`src/rtl/dmem_arb_pkg.sv`:
```
// Shared definitions for the data-memory arbiter: grant encoding and the
// starvation-counter width helper.
package dmem_arb_pkg;

    localparam logic [1:0] GNT_NONE = 2'd0;
    localparam logic [1:0] GNT_CORE = 2'd1;
    localparam logic [1:0] GNT_LDR  = 2'd2;

    // Bits needed to count 0..limit, never less than one.
    function automatic int cnt_width(input int limit);
        return (limit < 1) ? 1 : $clog2(limit + 1);
    endfunction

endpackage

```
`src/rtl/dmem_starve_counter.sv`:
```
// Saturating counter of consecutive loader-denied cycles; clear wins over
// increment.
module dmem_starve_counter
    import dmem_arb_pkg::*;
#(
    parameter int LIMIT = 4,
    parameter int W     = cnt_width(LIMIT)
) (
    input  logic         clk,
    input  logic         reset,
    input  logic         clr,
    input  logic         inc,
    output logic [W-1:0] count,
    output logic         at_limit
);

    localparam logic [W-1:0] LIM = W'(LIMIT);

    assign at_limit = (count == LIM);

    always_ff @(posedge clk) begin
        if (!reset || clr) begin
            count <= '0;
        end else if (inc && !at_limit) begin
            count <= count + W'(1);
        end
    end

endmodule

```
`src/rtl/dmem_arbiter.sv`:
```
// Shares the single-port data memory between the MEM stage and the loader;
// the core has priority, the starvation counter forces loader slots.
module dmem_arbiter
    import dmem_arb_pkg::*;
#(
    parameter int DATA_WIDTH   = 32,
    parameter int STARVE_LIMIT = 4
) (
    input  logic                  clk,
    input  logic                  reset,
    input  logic                  core_mem_read_i,
    input  logic                  core_mem_write_i,
    input  logic [DATA_WIDTH-1:0] core_addr_i,
    input  logic [DATA_WIDTH-1:0] core_wdata_i,
    output logic [DATA_WIDTH-1:0] core_rdata_o,
    output logic                  core_stall_o,
    input  logic                  ldr_req_i,
    input  logic                  ldr_we_i,
    input  logic [DATA_WIDTH-1:0] ldr_addr_i,
    input  logic [DATA_WIDTH-1:0] ldr_wdata_i,
    output logic                  ldr_gnt_o,
    output logic                  ldr_rvalid_o,
    output logic [DATA_WIDTH-1:0] ldr_rdata_o,
    output logic                  mem_write_o,
    output logic                  mem_read_o,
    output logic [DATA_WIDTH-1:0] mem_addr_o,
    output logic [DATA_WIDTH-1:0] mem_wdata_o,
    input  logic [DATA_WIDTH-1:0] mem_rdata_i
);

    localparam int CNT_W = cnt_width(STARVE_LIMIT);

    logic                  core_req;
    logic                  ldr_win;
    logic                  at_limit;
    logic [CNT_W-1:0]      starve_cnt;
    logic [1:0]            gnt;
    logic                  vld_p1;
    logic [DATA_WIDTH-1:0] rdata_p1;

    assign core_req = core_mem_read_i | core_mem_write_i;
    assign ldr_win  = ldr_req_i & (~core_req | at_limit);

    dmem_starve_counter #(
        .LIMIT (STARVE_LIMIT),
        .W     (CNT_W)
    ) u_starve (
        .clk      (clk),
        .reset    (reset),
        .clr      (~ldr_req_i | ldr_gnt_o),
        .inc      (ldr_req_i),
        .count    (starve_cnt),
        .at_limit (at_limit)
    );

    // Nothing is granted while reset is held, so no memory access can leak out.
    always_comb begin
        gnt = GNT_NONE;
        if (reset) begin
            if (ldr_win) begin
                gnt = GNT_LDR;
            end else if (core_req) begin
                gnt = GNT_CORE;
            end
        end
    end

    always_comb begin
        mem_addr_o  = core_addr_i;
        mem_wdata_o = core_wdata_i;
        mem_read_o  = 1'b0;
        mem_write_o = 1'b0;
        if (gnt == GNT_LDR) begin
            mem_addr_o  = ldr_addr_i;
            mem_wdata_o = ldr_wdata_i;
            mem_read_o  = ~ldr_we_i;
            mem_write_o = ldr_we_i;
        end else if (gnt == GNT_CORE) begin
            mem_read_o  = core_mem_read_i;
            mem_write_o = core_mem_write_i;
        end
    end

    assign ldr_gnt_o    = (gnt == GNT_LDR);
    assign core_stall_o = core_req & ldr_gnt_o;
    assign core_rdata_o = ((gnt == GNT_CORE) && core_mem_read_i) ? mem_rdata_i : '0;

    // ---- stage p1: loader read data captured at the end of its grant cycle
    always_ff @(posedge clk) begin
        if (!reset) begin
            vld_p1   <= 1'b0;
            rdata_p1 <= '0;
        end else begin
            vld_p1 <= ldr_gnt_o & ~ldr_we_i;
            if (ldr_gnt_o && !ldr_we_i) begin
                rdata_p1 <= mem_rdata_i;
            end
        end
    end

    // Gating with reset drops a pulse that was already pending when reset hits.
    assign ldr_rvalid_o = vld_p1 & reset;
    assign ldr_rdata_o  = rdata_p1;

endmodule

```
`config.mk`:
```
export PLATFORM = sky130hd
export DESIGN_NAME = dmem_arbiter
export DESIGN_NICKNAME = d
export VERILOG_FILES = /design/src/rtl/dmem_arb_pkg.sv /design/src/rtl/dmem_starve_counter.sv /design/src/rtl/dmem_arbiter.sv
export SDC_FILE = /design/constraint.sdc
export NUM_CORES = 1
export LEC_CHECK = 0
export CORE_AREA = 2 2 117 119
export DETAILED_ROUTE_END_ITERATION = 12
export DIE_AREA = 0 0 119 121
export PLACE_DENSITY = 0.75
export SLEW_MARGIN = 20
export SYNTH_ARGS = -nofsm -noshare
export SYNTH_HDL_FRONTEND = slang
export SYNTH_SLANG_ARGS = --single-unit
```
`constraint.sdc`:
```
create_clock -name clk -period 1.9 [get_ports clk]
set_input_delay 0.38 -clock clk [delete_from_list [all_inputs] [get_ports clk]]
set_output_delay 0.38 -clock clk [all_outputs]
set_load 0.005 [all_outputs]
```
== Word-level counts from Yosys, hierarchy flattened ==
Index checks and enable logic that the tools add are counted.
Cells by class
  $add $sub $neg: 1
  multipliers: 0
  divide/modulo/power cells: 0
  $lt $le $gt $ge: 0
  equal/unequal tests: 3
  shifts and indexed selects: 0
  multiplexer cells: 10
  bitwise gates (word level): 10
  reduce and logical (&&, ||, !) cells: 7
Operators with widths (number)
  $mux 32: 3
  $mux 1: 5
  $and 1x1->1: 4
  $mux 2: 2
  $add 3x1->3 const B: 1
  $eq 3x3->1 const B: 1
  $logic_and 1x1->1: 3
  $logic_not 1->1: 3
  $not 1->1: 3
  $or 1x1->1: 3
  $eq 2x1->1 const B: 1
  $eq 2x2->1 const B: 1
  $logic_or 1x1->1: 1
Storage, ports and cells
  flip-flop bits (word level): 36
  latch bits: 0
  RAM bits: 0
  ROM bits: 0
  input bits: 166
  word-level logic and storage cells: 34
  memories: 0

== Depth between registers and ports, before layout ==
  depth in word-level cells: 9
  mapped depth: 7
  mapped depth without buffers: 5

== Cells and area by module ==
Synthesis repeated with hierarchy kept, for this count alone.
Second synthesis, totals
  cell total of the unflattened synthesis: 275
  area, all modules: 2633.8 µm²
By module, submodules not included
  dmem_arbiter: times used 1, cells an instance 257, area each 2446.1 µm², sequential area each 660.6 µm²
  dmem_starve_counter: times used 1, cells an instance 18, area each 187.7 µm², sequential area each 60.1 µm²

== Least setup slack after synthesis ==
OpenSTA, ideal clock, no wires.
  path type: register to output
  start: reg u_starve.count[0]
  end: out mem_addr_o[16]
  arrival: 1447 ps
  data required time: 1520 ps
  slack: 73 ps
  stages on the path, launching flop included: 8
  buffers on the path: 2
  path through: dfxtp_1 -> inv_1 -> ha_1 -> a2bb2oi_2 -> nor2_2 -> buf_6 -> buf_6 -> mux2_4
On the way
  longest elaborated chain between the ends: 7
Ends and longest elaborated chain
  start, declared: line dmem_starve_counter.sv:13  | output logic [W-1:0] count,
  start signal, assigned: line dmem_starve_counter.sv:25  | count <= count + W'(1);
  $eq 3x3->1: line dmem_starve_counter.sv:19  | assign at_limit = (count == LIM);
  $or 1x1->1: line dmem_arbiter.sv:42  | assign ldr_win = ldr_req_i & (~core_req | at_limit);
  $and 1x1->1: line dmem_arbiter.sv:42
  $mux 2: line dmem_arbiter.sv:60  | if (ldr_win) begin
  $mux 2: line dmem_arbiter.sv:59  | if (reset) begin
  $eq 2x2->1
  named net ldr_gnt_o: line dmem_arbiter.sv:21  | output logic ldr_gnt_o,
  $mux 32: line dmem_arbiter.sv:73  | if (gnt == GNT_LDR) begin
  end, declared: line dmem_arbiter.sv:26  | output logic [DATA_WIDTH-1:0] mem_addr_o,
The timed path passes the listed nets, and every way through them passes these cells.

== Final worst setup path ==
  start: reg u_starve.count[0]
  end: out mem_wdata_o[2]
On the way
  longest elaborated chain between the ends: 7
Ends and longest elaborated chain
  $eq 3x3->1: line dmem_starve_counter.sv:19
  $or 1x1->1: line dmem_arbiter.sv:42
  $and 1x1->1: line dmem_arbiter.sv:42
  $mux 2: line dmem_arbiter.sv:60
  $mux 2: line dmem_arbiter.sv:59
  $eq 2x2->1: line dmem_arbiter.sv:73
  $mux 32: line dmem_arbiter.sv:73
  end, declared: line dmem_arbiter.sv:27  | output logic [DATA_WIDTH-1:0] mem_wdata_o,
Every way passes these cells.

==> results.ini <==
[outcome]
outcome=complete, but fails checks
violations=negative setup slack

[yosys]
netlist-cell-type-count=25
synth_top_area_share=0.273
yosys-top-cells-count=mux2_4 (49), dfxtp_1 (36), inv_1 (35), nand2_1 (35), and2_1 (33)
async_flop_share=0
syn_inst=270
syn_area_um2=2690
ys_seq_area_frac=0.268
ys_ff_latch=36
synth.most_common_cell=mux2_4
yosys.area.top_type=mux2_4
ys_warn_count=0
ys.flop_type=dfxtp_1
synth_edf_count=0
syn_nets=438
syn-mean-instance-area_um2=9.96
ys_top_cells_by_area=mux2_4 (27%), dfxtp_1 (27%), mux2i_1 (12%)

[global_routing]
grt_pass1_wl_um=22000
grt_max_degree=34
grt_pass1_vias=3868
antenna_found_initial=2
grt_overflow_total=0
grt_use_total=0.198

[sta]
rsz0062_at_grt=yes
setup_viol=99
tightest_slew_ps=417
fin_hold_ws_ps=453
fmax_mhz=395
hold_viol=0
timing.final.ws_setup_ps=-633
skew_ps=5.06
tns_ps=-41520
relSlewSlack=0.722
post-route-period-util=1.33
min_period_ps=2530
maxSlewViolCount=0

[worst_setup_path]
crit_required_ps=1520
start_kind=flip-flop
startpoint=u_starve.count[0]
critPathArrivalTime_ps=2150
reg2reg_from=u_starve.count[1]
crit_type=flip-flop to primary output
crit_path_end_kind=primary output
worstPathMaxFanout=4

[run]
max_cap_violations=0

[cells_and_area]
nNetsFinal=824
fillCellCount=1098
fin_area_um2=7230
drive_gt1_frac=0.467
syn_to_final_growth_pct=169

[power_and_ir_drop]
totalPowerFinal_uw=2950
pwr-share-comb=0.395
intPower_uw=2280
p_per_area_nw_per_um2=408
switching_share=0.226
seqPwrFrac=0.265
p_clk_frac=0.340
p_leak_uw=0.00326
ir_drop_v=0.000344
power_switching_uw=666

[min_path]
hp-class=flip-flop to flip-flop
hold_start=ldr_rdata_o[13]

[floorplan]
dieArea_um2=14400
num_rows=42
dieWidth_um=119
fp.dieH_um=121
core_area_um2=13100
start_util=0.206
ios=299

[drt]
antenna_left=0
wirelength_um=15100
firstDrtPassIters=4
first_iter_violations=83
vias=3498
remaining_drc_errors=0
wire_per_inst_um=18.1
routed_via_density=4.19

[clock_tree]
htreeDepth=2
cts_sinks=36
cts_buffer_depth=2
cts-root-buf=clkbuf_16
numCtsBuffers=5
cts.clk_slew.worst_paths_ps=60
clk_latency_ps=270
cts_tree=yes

[placement]
dpl.hpwl_um=11000
placed_area_um2=6010
portBuffers=298
gp_congestion=0.903

per-stage QoR:
step | utilization | worst slack (ps) | cells
final | 0.552 | -633 | 834
after floorplan | - | 73.1 | 270
after CTS | 0.542 | -670 | 828
after global routing | 0.552 | -695 | 834
after detailed placement | 0.459 | -923 | 755
after global placement | 0.459 | -907 | 755
power groups by stage:
stage	Clock [uW]	Combinational [uW]	Sequential, uW
after floorplan	0	259	798
after global placement	0	949	796
after detailed placement	0	959	797
after CTS	1030	1120	781
after global routing	1070	1220	783
final	1000	1160	781
cells by family after synthesis:
kind of cell / share of synthesized area
AOI/OAI and AO/OA: 0.0140
xor gates and xnor gates: 0.00326
adders and majority gates: 0.00930
buffers and inverters: 0.0995
DFF: 0.268
muxes: 0.455
and+or+nand+nor: 0.151
routing by layer:
layer | up-vias | GRT usage | share of wire
met5 | - | 0 | 0.00086
met4 | 2 | 0.0960 | 0.053
met3 | 46 | 0.0569 | 0.070
met2 | 171 | 0.369 | 0.52
met1 | 1629 | 0.202 | 0.35
li1 | 1650 | - | -
layout make-up:
cell class,instances,area [um^2],share of cell area
repair buffers,396,4100,0.567
flip-flops and latches,36,723,0.100
multi-input cells,182,1870,0.259
well taps,176,220,0.0305
diodes,1,2.50,0.000346
clock buffers,7,153,0.0211
inverters,35,131,0.0182
clock inverters,1,30.0,0.00416
worst paths after layout:
| path | to | slack, ps | cells past startpoint |
|---|---|---|---|
| worst max-delay path | mem_wdata_o[2] | -630 | 12 |
| worst min register to register | ldr_rdata_o[13] | 450 | 2 |
| worst min-delay path | ldr_rdata_o[13] | 450 | 2 |
| worst max register to register | ldr_rdata_o[28] | 190 | 7 |
repair_timing:
item / 4_1_cts / 5_1_grt
hold buffers: 0 / 0
endpoints found under the setup margin: 133 / 101
resized for setup: 539 / 65
gates cloned: 5 / 0
pin swaps: 14 / 6
setup buffers: 60 / 17
sequential cells by signal, indices dropped and copies added (netlist names):
signal          count
ldr_rdata_o        32
u_starve.count      3
vld_p1              1
layout by cell type, fill, tap and decap left out, types with 2 or more instances in the layout:
cell type	netlist	routed
inv_2	0	2
buf_2	1	14
and2_1	33	11
mux2_2	15	2
nor2_1	4	3
clkdlybuf4s50_1	0	193
clkbuf_8	0	2
nand2_2	1	2
mux2i_1	32	32
clkbuf_2	0	12
buf_12	0	10
buf_4	1	26
buf_16	0	2
clkbuf_16	0	5
nand2_1	35	33
inv_1	35	33
buf_8	0	7
dfxtp_1	36	34
mux2_4	49	62
nor2_4	0	2
dfxtp_2	0	2
and2_4	0	22
dlygate4sd2_1	0	4
buf_6	9	127
worst max-delay path, cell delays in order (launching register included):
cell and delay, ps:
dfxtp_2 340, inv_2 50, ha_4 160, a2bb2oi_4 160
nor2_4 60, buf_12 130, buf_12 120, buf_12 120
buf_6 120, buf_6 120, buf_6 110, mux2_4 290
buf_6 120
Power figures use the tool's default switching activity.
